$ cat src/rtl/pocket_pkg.sv
// rtl/pocket_pkg.sv - shared types for the SRAM controller slice
package pocket;
  typedef enum logic {
    DIR_IN  = 1'b0,
    DIR_OUT = 1'b1
  } dir_e;

  typedef enum logic [1:0] {
    IDLE,
    SETUP,
    ACCESS,
    RECOVER
  } sram_state_e;

  typedef struct packed {
    logic        write;
    logic [16:0] addr;
    logic [15:0] wdata;
    logic [1:0]  be;
  } sram_req_t;
endpackage

$ cat src/rtl/sram_if.sv
// rtl/sram_if.sv - pin bundle of the external 128Kx16 asynchronous SRAM
interface sram_if;
  logic [16:0]  a;
  logic [15:0]  data_out;
  logic [15:0]  data_in;
  pocket::dir_e dir;
  logic         oe_n;
  logic         we_n;
  logic         ub_n;
  logic         lb_n;

  modport ctrl (output a, data_out, dir, oe_n, we_n, ub_n, lb_n, input data_in);
  modport mem  (input a, data_out, dir, oe_n, we_n, ub_n, lb_n, output data_in);
endinterface

$ cat src/rtl/sram_rr_arbiter.sv
// rtl/sram_rr_arbiter.sv - 2-way round-robin arbiter, port 0 favoured after reset
module sram_rr_arbiter (
  input  logic       clk,
  input  logic       reset,
  input  logic [1:0] req,
  input  logic       enable,
  output logic [1:0] grant
);
  // 1 means port 1 was granted last, so port 0 wins the next tie
  logic last_q;

  always_comb begin
    grant = 2'b00;
    if (enable) begin
      if (req[0] && (!req[1] || last_q)) grant = 2'b01;
      else if (req[1])                   grant = 2'b10;
    end
  end

  always_ff @(posedge clk) begin
    if (reset)         last_q <= 1'b1;
    else if (|grant)   last_q <= grant[1];
  end
endmodule

$ cat src/rtl/sram_controller.sv
// rtl/sram_controller.sv - two-port round-robin sequencer for an asynchronous 128Kx16 SRAM
module sram_controller
  import pocket::*;
#(
  parameter int ACCESS_CYCLES = 2
) (
  input  logic             clk,
  input  logic             reset,
  input  logic [1:0]       req_valid,
  output logic [1:0]       req_ready,
  input  logic [1:0]       req_write,
  input  logic [1:0][16:0] req_addr,
  input  logic [1:0][15:0] req_wdata,
  input  logic [1:0][1:0]  req_be,
  output logic [1:0]       resp_valid,
  output logic [15:0]      resp_rdata,
  sram_if.ctrl             sram
);
  localparam int CW = $clog2(ACCESS_CYCLES + 1);
  localparam logic [CW-1:0] LAST_CNT = CW'(ACCESS_CYCLES - 1);

  if (ACCESS_CYCLES < 1) begin : g_bad_access_cycles
    $error("sram_controller: ACCESS_CYCLES must be at least 1");
  end

  sram_state_e   state_q;
  logic [CW-1:0] cnt_q;
  logic          write_q;
  logic          owner_q;
  logic [16:0]   a_q;
  logic [15:0]   dout_q;
  dir_e          dir_q;
  logic          oe_n_q;
  logic          we_n_q;
  logic          ub_n_q;
  logic          lb_n_q;
  logic [1:0]    resp_valid_q;
  logic [15:0]   resp_rdata_q;

  logic [1:0]    grant;
  logic          sel;
  sram_req_t     new_req;

  sram_rr_arbiter u_arb (
    .clk    (clk),
    .reset  (reset),
    .req    (req_valid),
    .enable (state_q == IDLE && !reset),
    .grant  (grant)
  );

  assign req_ready = grant;
  assign sel       = grant[1];

  always_comb begin
    new_req.write = req_write[sel];
    new_req.addr  = req_addr[sel];
    new_req.wdata = req_wdata[sel];
    new_req.be    = req_be[sel];
  end

  always_ff @(posedge clk) begin
    if (reset) begin
      state_q      <= IDLE;
      cnt_q        <= '0;
      write_q      <= 1'b0;
      owner_q      <= 1'b0;
      a_q          <= '0;
      dout_q       <= '0;
      dir_q        <= DIR_IN;
      oe_n_q       <= 1'b1;
      we_n_q       <= 1'b1;
      ub_n_q       <= 1'b1;
      lb_n_q       <= 1'b1;
      resp_valid_q <= 2'b00;
      resp_rdata_q <= '0;
    end else begin
      case (state_q)
        IDLE: begin
          if (|grant) begin
            state_q <= SETUP;
            write_q <= new_req.write;
            owner_q <= sel;
            a_q     <= new_req.addr;
            ub_n_q  <= ~new_req.be[1];
            lb_n_q  <= ~new_req.be[0];
            we_n_q  <= 1'b1;
            if (new_req.write) begin
              dout_q <= new_req.wdata;
              dir_q  <= DIR_OUT;
              oe_n_q <= 1'b1;
            end else begin
              dir_q  <= DIR_IN;
              oe_n_q <= 1'b0;
            end
          end
        end
        SETUP: begin
          state_q <= ACCESS;
          cnt_q   <= '0;
          we_n_q  <= ~write_q;
        end
        ACCESS: begin
          if (cnt_q == LAST_CNT) begin
            // Data lines stay driven through RECOVER to cover SRAM data hold
            state_q      <= RECOVER;
            we_n_q       <= 1'b1;
            oe_n_q       <= 1'b1;
            resp_valid_q <= owner_q ? 2'b10 : 2'b01;
            if (!write_q) resp_rdata_q <= sram.data_in;
          end else begin
            cnt_q <= cnt_q + 1'b1;
          end
        end
        RECOVER: begin
          state_q      <= IDLE;
          resp_valid_q <= 2'b00;
          dir_q        <= DIR_IN;
          oe_n_q       <= 1'b1;
          we_n_q       <= 1'b1;
          ub_n_q       <= 1'b1;
          lb_n_q       <= 1'b1;
        end
        default: state_q <= IDLE;
      endcase
    end
  end

  assign sram.a        = a_q;
  assign sram.data_out = dout_q;
  assign sram.dir      = dir_q;
  assign sram.oe_n     = oe_n_q;
  assign sram.we_n     = we_n_q;
  assign sram.ub_n     = ub_n_q;
  assign sram.lb_n     = lb_n_q;
  assign resp_valid    = resp_valid_q;
  assign resp_rdata    = resp_rdata_q;
endmodule
$ cat src/flat_wrapper.sv
// flat-port wrapper written by rule: the top's interface ports become plain ports
module sram_controller_flat import pocket::*;
#(
  parameter int ACCESS_CYCLES = 2
)
  (clk, reset, req_valid, req_ready, req_write, req_addr, req_wdata, req_be, resp_valid, resp_rdata, sram_a, sram_data_out, sram_dir, sram_oe_n, sram_we_n, sram_ub_n, sram_lb_n, sram_data_in);
  sram_if sram_i ();
  input  logic clk;
  input  logic reset;
  input  logic [1:0] req_valid;
  output logic [1:0] req_ready;
  input  logic [1:0] req_write;
  input  logic [1:0][16:0] req_addr;
  input  logic [1:0][15:0] req_wdata;
  input  logic [1:0][1:0] req_be;
  output logic [1:0] resp_valid;
  output logic [15:0] resp_rdata;
  output wire logic [$bits(sram_i.a)-1:0] sram_a;
  output wire logic [$bits(sram_i.data_out)-1:0] sram_data_out;
  output wire logic [$bits(sram_i.dir)-1:0] sram_dir;
  output wire logic [$bits(sram_i.oe_n)-1:0] sram_oe_n;
  output wire logic [$bits(sram_i.we_n)-1:0] sram_we_n;
  output wire logic [$bits(sram_i.ub_n)-1:0] sram_ub_n;
  output wire logic [$bits(sram_i.lb_n)-1:0] sram_lb_n;
  input wire logic [$bits(sram_i.data_in)-1:0] sram_data_in;
  assign sram_a = sram_i.a;
  assign sram_data_out = sram_i.data_out;
  assign sram_dir = sram_i.dir;
  assign sram_oe_n = sram_i.oe_n;
  assign sram_we_n = sram_i.we_n;
  assign sram_ub_n = sram_i.ub_n;
  assign sram_lb_n = sram_i.lb_n;
  assign sram_i.data_in = sram_data_in;
  sram_controller #(.ACCESS_CYCLES(ACCESS_CYCLES)) u_core (.clk(clk), .reset(reset), .req_valid(req_valid), .req_ready(req_ready), .req_write(req_write), .req_addr(req_addr), .req_wdata(req_wdata), .req_be(req_be), .resp_valid(resp_valid), .resp_rdata(resp_rdata), .sram(sram_i));
endmodule
$ cat config.mk
export PLATFORM = sky130hd
export DESIGN_NAME = sram_controller_flat
export DESIGN_NICKNAME = d
export VERILOG_FILES = /design/src/rtl/pocket_pkg.sv /design/src/rtl/sram_if.sv /design/src/rtl/sram_rr_arbiter.sv /design/src/rtl/sram_controller.sv /design/src/flat_wrapper.sv
export SDC_FILE = /design/constraint.sdc
export NUM_CORES = 1
export LEC_CHECK = 0
export ABC_CLOCK_PERIOD_IN_PS = 2200
export BUFFER_PORTS_ARGS = -buffer_cell sky130_fd_sc_hd__buf_2
export CELL_PAD_IN_SITES_DETAIL_PLACEMENT = 1
export CELL_PAD_IN_SITES_GLOBAL_PLACEMENT = 1
export CORE_AREA = 2 2 97 99
export DETAILED_ROUTE_END_ITERATION = 8
export DIE_AREA = 0 0 99 101
export GPL_TIMING_DRIVEN = 0
export HOLD_SLACK_MARGIN = 0.05
export PLACE_DENSITY_LB_ADDON = 0.2
export SETUP_SLACK_MARGIN = 0.1
export SYNTH_ARGS = -nofsm -noshare
export SYNTH_HDL_FRONTEND = slang
export SYNTH_SLANG_ARGS = --single-unit
$ cat constraint.sdc
create_clock -name clk -period 2.2 [get_ports clk]
set_input_delay 0.44 -clock clk [delete_from_list [all_inputs] [get_ports clk]]
set_output_delay 0.44 -clock clk [all_outputs]
set_load 0.05 [all_outputs]
==> results of run 1 <==
-- metal layers --
layer | GRT usage, % | up-vias
li1 | - | 1442
met1 | 20.42 | 1339
met3 | 5.270 | 16
met2 | 30.51 | 90
met5 | 0 | -
met4 | 7.376 | 0
-- per-stage QoR --
step / hold slack [ps] / instance area, µm² / power (W) / setup TNS (ps) / utilization, %
2_1_floorplan: 453.6 / 2615 / 0.003016 / 0 / -
3_3_place_gp: 439.0 / 3500 / 0.003519 / -226.1 / 38.98
3_5_place_dp: 450.8 / 3500 / 0.003563 / -375.4 / 38.98
4_1_cts: 318.0 / 3810 / 0.004863 / 0 / 42.44
5_1_grt: 315.2 / 3854 / 0.005171 / 0 / 42.93
6_report: 333.9 / 3854 / 0.004850 / 0 / 42.93
-- cell usage in the layout, fill, tap and decap left out, types with 2 or more instances in the layout --
master | netlist | routed
sky130_fd_sc_hd__clkbuf_8 | 0 | 11
sky130_fd_sc_hd__clkbuf_2 | 1 | 2
sky130_fd_sc_hd__bufinv_16 | 0 | 2
sky130_fd_sc_hd__clkbuf_1 | 14 | 14
sky130_fd_sc_hd__inv_1 | 6 | 4
sky130_fd_sc_hd__buf_6 | 2 | 2
sky130_fd_sc_hd__nor3_1 | 42 | 42
sky130_fd_sc_hd__a21oi_2 | 10 | 10
sky130_fd_sc_hd__dfxtp_1 | 63 | 61
sky130_fd_sc_hd__buf_8 | 0 | 3
sky130_fd_sc_hd__ha_1 | 6 | 4
sky130_fd_sc_hd__o21ai_0 | 20 | 19
sky130_fd_sc_hd__o22ai_1 | 16 | 16
sky130_fd_sc_hd__buf_2 | 2 | 149
sky130_fd_sc_hd__buf_4 | 2 | 8
sky130_fd_sc_hd__nand2b_1 | 2 | 2
sky130_fd_sc_hd__dfxtp_2 | 0 | 2
sky130_fd_sc_hd__a21oi_1 | 33 | 33
sky130_fd_sc_hd__mux2i_1 | 4 | 4
sky130_fd_sc_hd__inv_2 | 1 | 2
sky130_fd_sc_hd__nor2_1 | 34 | 32
sky130_fd_sc_hd__nand2_1 | 50 | 50
-- power breakdown --
group / internal (W) / switching, W / leakage (nW) / total [W]
clock: 0.000700 / 0.000444 / 0.114 / 0.00114
combinational: 0.000662 / 0.00150 / 1.17 / 0.00216
sequential: 0.00140 / 0.000140 / 0.517 / 0.00154
total: 0.00276 / 0.00209 / 1.80 / 0.00485
-- worst max path at each step --
stage                                        start                                    end  depth (start not counted)
finish              u_core.state_q[0]$_SDFFE_PP0P_                           req_ready[1]                          7
global route        u_core.state_q[0]$_SDFFE_PP0P_  u_core.sram.data_out[14]$_SDFFE_PP0P_                          8
CTS                 u_core.state_q[0]$_SDFFE_PP0P_                           req_ready[1]                          7
detailed placement  u_core.state_q[0]$_SDFFE_PP0P_                           req_ready[1]                          7
global placement    u_core.state_q[0]$_SDFFE_PP0P_                           req_ready[1]                          7
floorplan           u_core.state_q[0]$_SDFFE_PP0P_                           req_ready[0]                          5
-- kinds of logic after synthesis --
family	Yosys count	share of synthesized area [%]
muxes	4	1.533
and+or+nand+nor	135	22.41
buffers and inverters	28	5.028
adders and majority gates	6	2.873
AOI/OAI and AO/OA	86	19.88
DFF	63	48.28
-- what timing repair did --
item	CTS	global route
hold buffers	0	0
resized for setup	19	8
setup endpoints to repair	31	19
buffers inserted	4	3
cloned	0	0
pin swaps	1	2
-- flip-flops by register name (all words and copies together), names as in the netlist, 2 cells and up --
signal	cells
u_core.cnt_q	2
u_core.resp_rdata	16
u_core.resp_valid	2
u_core.sram.a	17
u_core.sram.data_out	16
u_core.state_q	2
-- layout make-up --
| class | instances | share of cell area, % |
|---|---|---|
| flip-flops and latches | 63 | 32.79 |
| multi-input cells | 231 | 32.73 |
| repair buffers | 156 | 21.23 |
| clock buffers | 13 | 4.123 |
| well taps | 111 | 3.604 |
| plain buffers | 21 | 2.955 |
| clock inverters | 3 | 1.688 |
| inverters | 7 | 0.8766 |
-- worst max-delay path: cells and delay by family, from the launching register on --
family | cells | cell delay [ps]
fa+ha+maj | 1 | 160
buf+inv | 4 | 420
flops | 1 | 350
simple gates | 2 | 290
==> summary.md, run 1 <==
| Metric | Value |
|---|---|
| Top-area cell type share of the netlist area | 48.28% |
| Number of cell instances on the worst register-to-register path | 8 |
| DIE WIDTH | 99 µm |
| Crit-path most repeated cell | sky130_fd_sc_hd__buf_8 |
| Via count of the first global-routing pass | 2942 |
| Final setup slack of the worst path | 212.1 ps |
| Area of the core region | 8977 µm² |
| Number of nets in the final layout | 587 |
| Count of port buffers added during placement | 149 |
| Mean post-synth cell area | 8.113 µm² |
| Critical Setup Path Class | reg -> out |
| Outcome | finished clean |
| Final number of setup-violating endpoints | 0 |
| Maximum cell stage delay along the critical path | 350 ps |
| Cell types with the largest area share after synthesis | sky130_fd_sc_hd__dfxtp_1, sky130_fd_sc_hd__nor3_1, sky130_fd_sc_hd__nand2_1 |
| Share of final-layout standard cells stronger than drive strength 1 | 41.09% |
| Cell area after technology mapping | 2613 µm² |
| Initial DRC count | 47 |
| DR vias/cell | 4.772 |
| Number of placement rows | 35 |
| Leading cell types by count after synthesis | sky130_fd_sc_hd__dfxtp_1, sky130_fd_sc_hd__nand2_1, sky130_fd_sc_hd__nor3_1, sky130_fd_sc_hd__nor2_1, sky130_fd_sc_hd__a21oi_1 |
| Final period util | 90.36% |
| Data arrival time of the worst path | 1550 ps |
| Power density relative to cell area | 1259 nW/µm² |
| Max capacitance violation total | 0 |
| Worst r2r dst | u_core.sram.data_out[6]$_SDFFE_PP0P_ |
| Maximum buffer depth of the clock tree | 2 |
| Cell type with the largest total area after synthesis | sky130_fd_sc_hd__dfxtp_1 |
| Multi-input gate area | 1261 µm² |
| Clk root buf | sky130_fd_sc_hd__clkbuf_8 |
| EDFF count, synth | 0 |
| Min Clock Period, post-route | 1988 ps |
| Sink Count | 63 |
| Post-layout instance count excluding filler cells | 605 |
| Clock tree from TritonCTS | built |
| Pre-Repair DR Iteration Count | 4 |
| Critical Path End Type | primary output |
| Total number of vias | 2887 |
| Seq/Total Area, Yosys | 48.28% |
| Leakage power | 1.797 nW |
| Relative max-transition margin | 64.09% |
| Gp weighted congestion | 0.7564 |
| Unrepaired setup endpoints after global routing | no |
| Grt total ovfl | 0 |
| Share of synthesized registers carrying an async set or reset | 0% |
| Required time of the critical path | 1760 ps |
| Die area | 9999 µm² |
| Clock transition at the registers of the reported paths | 70 ps |
| Post-DP HPWL | 6527 µm |
| Setup slack of the worst register-to-register path | 300 ps |
| Cell chain of the critical path | inv_2 > ha_4 > nor2b_4 > nand2_4 > inv_8 > buf_8 > buf_8 |
| Cells after DPL | 582 |
| Filler cell count | 1155 |
| Standard cell with the maximum stage delay on the critical path | sky130_fd_sc_hd__dfxtp_2 |
| Worst Hold Depth | 3 |
| Total count of hold-check failures in the final report | 0 |
| Most used DFF post-synth | sky130_fd_sc_hd__dfxtp_1 |
| Maximum level of the CTS H-tree | 3 |
| Category of the worst setup path launch point | flop |
| Wire length of the first global-routing pass | 14050 µm |
| Clock insertion delay at the later pin of the skew report | 340 ps |
| Seq. cell area | 1264 µm² |
| Number of different library cells in the post-synthesis netlist | 31 |
| Slew at the pin closest to its max-slew limit | 538.6 ps |
| Upper clock frequency limit | 503.1 MHz |
| Detailed Route WL | 8743 µm |
| Number of antenna diodes | 0 |
| Met2 wire length | 4317 µm |
| Number of synthesis warnings | 0 |
| Number of max-slew violations in the final report | 0 |
| Per-cell routed wire length | 14.45 µm |
| Area growth syn-to-layout | 47.51% |
| Highest signal layer in the routed design | met4 |
| Hold path start | sram_data_in[15] |
| Number of instances in the synthesized netlist | 322 |
| Met3 WL | 615 µm |
| Initial antenna violation count | 0 |
| Aggregate global-route resource usage | 17.68% |
| Maximum VDD drop | 0.4742 mV |
| Initial Utilization | 29.10% |
| Detailed-routing wirelength on met1 | 3636 µm |
| Worst setup timing slack at the placement stage | -254.5 ps |
| Number of I/O pins | 150 |
| Most common cell in the netlist | sky130_fd_sc_hd__dfxtp_1 |
| Endpoint of the worst hold path | u_core.resp_rdata[15]$_SDFFE_PP0P_ |
| DRC violations left | 0 |
| Maximum number of pins on one net before global-route repair | 11 |
| Die outline height | 101 µm |
| Syn_nets | 420 |
| Setup clock skew after layout | 9.824 ps |
| Crit Path Max Fanout | 9 |
| Number of buffers created by CTS | 9 |
| Hold crit path type | in -> reg |
| Reg2Reg Launch Point | u_core.state_q[0]$_SDFFE_PP0P_ |
| #FFs+latches synth | 63 |
| Number of nets with antenna violations after detailed routing | 0 |
(Power assumes the default switching activity.)
==> run 2, diff against run 1 <==
CORE_AREA = 2 2 98 100   (was 2 2 97 99)
DIE_AREA = 0 0 100 102   (was 0 0 99 101)
SYNTH_HIERARCHICAL = 1   (was unset)
==> run 2 against run 1 <==
  * Register-to-register slack worse by 120 ps
  * Final cell count down 1.3%
  * Hold slack better by 2.5 ps
  * Total power up 3.4%
  * Clock power down 7%
  * Utilization up 3.6 points
  * Global-route usage up 0.30 points
  * Flip-flop and latch count unchanged
  * Non-clock buffer count up 9
==> summary.md, run 2 <==
| Metric | Value |
|---|---|
| Leakage power | 1.846 nW |
| DIE WIDTH | 100 µm |
| DRC violations left | 0 |
| Number of different library cells in the post-synthesis netlist | 36 |
| Crit Path Max Fanout | 5 |
| Xor and xnor area share after synthesis | 0% |
| Syn_nets | 408 |
| Setup slack of the worst register-to-register path | 180 ps |
| Part of the power in registers | 30.2% |
| Share of final-layout standard cells stronger than drive strength 1 | 46.71% |
| Net switching component of the power | 0.002194 W |
| Grt total ovfl | 0 |
| Final period util | 91.90% |
| Int Power | 0.002820 W |
| Outcome | finished clean |
| Compound-cell area share of the yosys netlist | 17.97% |
| Unrepaired setup endpoints after global routing | yes |
| Initial DRC count | 37 |
| Initial Utilization | 31.20% |
| Part of the power in combinational logic | 48.7% |
| Category of the worst setup path launch point | flop |
| Cell types with the largest area share after synthesis | sky130_fd_sc_hd__dfxtp_1, sky130_fd_sc_hd__mux2i_1, sky130_fd_sc_hd__a211oi_1 |
| Leading cell types by count after synthesis | sky130_fd_sc_hd__dfxtp_1, sky130_fd_sc_hd__mux2i_1, sky130_fd_sc_hd__nand2_1, sky130_fd_sc_hd__nor2_1, sky130_fd_sc_hd__a211oi_1 |
| Number of antenna diodes | 0 |
| EDFF count, synth | 0 |
| Filler cell count | 1141 |
| Detailed Route WL | 9207 µm |
| Hold crit path type | in -> reg |
| Clock tree from TritonCTS | built |
| Die area | 10200 µm² |
| Pre-Repair DR Iteration Count | 3 |
| Most frequent standard cell in the layout excluding fill and tap cells | sky130_fd_sc_hd__buf_2 |
| Max reg flops | 17 |
| Sink Count | 63 |
| Clk root buf | sky130_fd_sc_hd__clkbuf_8 |
| #FFs+latches synth | 63 |
| Fraction of the core area covered by cells at the end of the flow | 46.55% |
| Total of hold buffers inserted after clock tree synthesis | 0 |
| Area growth syn-to-layout | 49.23% |
| Total count of hold-check failures in the final report | 0 |
| Clock insertion delay at the later pin of the skew report | 340 ps |
| Number of placement rows | 35 |
| Post-layout instance count excluding filler cells | 597 |
| Mean post-synth cell area | 9.196 µm² |
| Aggregate global-route resource usage | 17.99% |
| Cell type with the largest total area after synthesis | sky130_fd_sc_hd__dfxtp_1 |
| Cells after DPL | 569 |
| Cell area after technology mapping | 2841 µm² |
| Min Clock Period, post-route | 2022 ps |
| Count of port buffers added during placement | 149 |
| Critical Path End Type | flop |
| Required time of the critical path | 2450 ps |
| Seq/Total Area, Yosys | 44.39% |
| Per-cell routed wire length | 15.42 µm |
| Setup clock skew after layout | 6.451 ps |
| Highest-count cells in the layout ignoring fill and taps | sky130_fd_sc_hd__buf_2, sky130_fd_sc_hd__dfxtp_1, sky130_fd_sc_hd__nand2_1 |
| Area of the core region | 9109 µm² |
| Power density relative to cell area | 1183 nW/µm² |
| Die outline height | 102 µm |
| Clk pwr share | 21.1% |
| Final number of setup-violating endpoints | 0 |
| Upper clock frequency limit | 494.6 MHz |
| Post-DP HPWL | 6797 µm |
| Number of I/O pins | 150 |
| Largest family of logic cells by synthesized area | compound AO/OA/AOI/OAI gates |
| Share of synthesized registers carrying an async set or reset | 0% |
| DR vias/cell | 4.858 |
| Max capacitance violation total | 0 |
| Gp weighted congestion | 0.7188 |
| Number of nets in the final layout | 580 |
| Data arrival time of the worst path | 2270 ps |
| Wire length of the first global-routing pass | 14500 µm |
| Via count of the first global-routing pass | 3009 |
| Top-area cell type share of the netlist area | 44.39% |
| Initial antenna violation count | 0 |
| Total number of vias | 2900 |
| Number of synthesis warnings | 6 |
| Maximum level of the CTS H-tree | 3 |
| Multiplexer share of the synthesized area | 13.03% |
| Number of max-slew violations in the final report | 0 |
| Proportion of total power due to net switching | 43.75% |
| Number of instances in the synthesized netlist | 309 |
| Simple logic cell fraction of the synthesized area | 17.08% |
| Slew at the pin closest to its max-slew limit | 738.2 ps |
| Share of synthesized cell area in full adder, half adder and majority cells | 3.082% |
| Most used DFF post-synth | sky130_fd_sc_hd__dfxtp_1 |
| Critical Setup Path Class | reg -> reg |
| Clock transition at the registers of the reported paths | 70 ps |
| Number of nets with antenna violations after detailed routing | 0 |
| Maximum VDD drop | 0.5239 mV |
| Relative max-transition margin | 50.79% |
| Maximum buffer depth of the clock tree | 2 |
| Maximum number of pins on one net before global-route repair | 12 |
| Most common cell in the netlist | sky130_fd_sc_hd__dfxtp_1 |
| Number of buffers created by CTS | 9 |
[run 2: changes by cell type after synthesis, sizes merged, moves of 5 or more]
| cell | delta |
|---|---|
| a211oi | +33 |
| buf | +5 |
| nand2 | -14 |
| nor2 | -8 |
| o22ai | -16 |
| a21oi | -20 |
| mux2i | +33 |
| nor3 | -23 |
| o21ai | -18 |
[run 2: power by group through the flow]
stage	Clock, W	Sequential (W)	Combinational (W)
floorplan	0	0.00222	0.000971
global placement	0	0.00153	0.00217
detailed placement	0	0.00154	0.00221
CTS	0.00110	0.00152	0.00237
global route	0.00114	0.00155	0.00262
finish	0.00106	0.00152	0.00244
[run 2: kinds of logic (layout without fill, tap and decap cells)]
family	after synthesis	after routing
muxes	37	37
AOI/OAI and AO/OA	69	69
DFF	63	63
buffers and inverters	29	206
adders and majority gates	7	7
and+or+nand+nor	104	104
[run 2: metrics by stage]
stage / TNS, ps / hold WS [ps] / cell area [µm²] / power, W / worst slack, ps
finish: 0 / 336.4 / 4240 / 0.005014 / 178.2
global route: 0 / 329.2 / 4240 / 0.005319 / 62.70
CTS: 0 / 315.3 / 4169 / 0.004984 / 81.20
detailed placement: -6112 / 445.4 / 3801 / 0.003751 / -269.6
global placement: -4894 / 439.1 / 3801 / 0.003696 / -238.9
floorplan: -336.3 / 467.0 / 2917 / 0.003190 / -33.90
[run 2: path summary, 6_finish.rpt]
path | depth (start not counted) | to | startpoint
max | 11 | u_core/sram.data_out[6]$_SDFFE_PP0P_ | u_core/state_q[1]$_SDFFE_PP0P_
min | 3 | u_core/resp_rdata[0]$_SDFFE_PP0P_ | sram_data_in[0]
max reg2reg | 11 | u_core/sram.data_out[6]$_SDFFE_PP0P_ | u_core/state_q[1]$_SDFFE_PP0P_
min reg2reg | 2 | u_core/resp_rdata[8]$_SDFFE_PP0P_ | u_core/resp_rdata[8]$_SDFFE_PP0P_
[run 2: what timing repair did]
item | 4_1_cts | 5_1_grt
buffers inserted | 12 | 0
endpoints found under the setup margin | 38 | 46
gates resized for setup | 17 | 31
pin swaps | 4 | 6
gates cloned | 1 | 0
[run 2: critical path: stages (launching register included)]
cell and delay [ps]:
sky130_fd_sc_hd__dfxtp_4 350, sky130_fd_sc_hd__inv_4 60, sky130_fd_sc_hd__ha_4 120, sky130_fd_sc_hd__nor2b_4 170, sky130_fd_sc_hd__nand2_2 80, sky130_fd_sc_hd__a21oi_4 130, sky130_fd_sc_hd__and4b_1 230, sky130_fd_sc_hd__buf_6 120
sky130_fd_sc_hd__or2_1 210, sky130_fd_sc_hd__buf_6 140, sky130_fd_sc_hd__buf_12 130, sky130_fd_sc_hd__a211oi_2 180
[run 2: area by class of cell]
| type | count | area, µm² | area share, % |
|---|---|---|---|
| clock inverter | 4 | 53.80 | 1.269 |
| tap | 111 | 138.9 | 3.275 |
| inverter | 4 | 17.52 | 0.4131 |
| timing repair buffer | 162 | 875.8 | 20.66 |
| sequential | 63 | 1266 | 29.86 |
| multi-input combinational | 217 | 1544 | 36.41 |
| clock buffer | 12 | 155.1 | 3.659 |
| buffer | 24 | 188.9 | 4.456 |
[run 2: per-layer routing]
layer	up-vias	track usage, %	share of wire, %
met5	-	0	0
met4	0	5.796	1.3
met3	12	5.609	6.5
met2	87	32.12	50
met1	1358	20.61	43
li1	1443	-	-
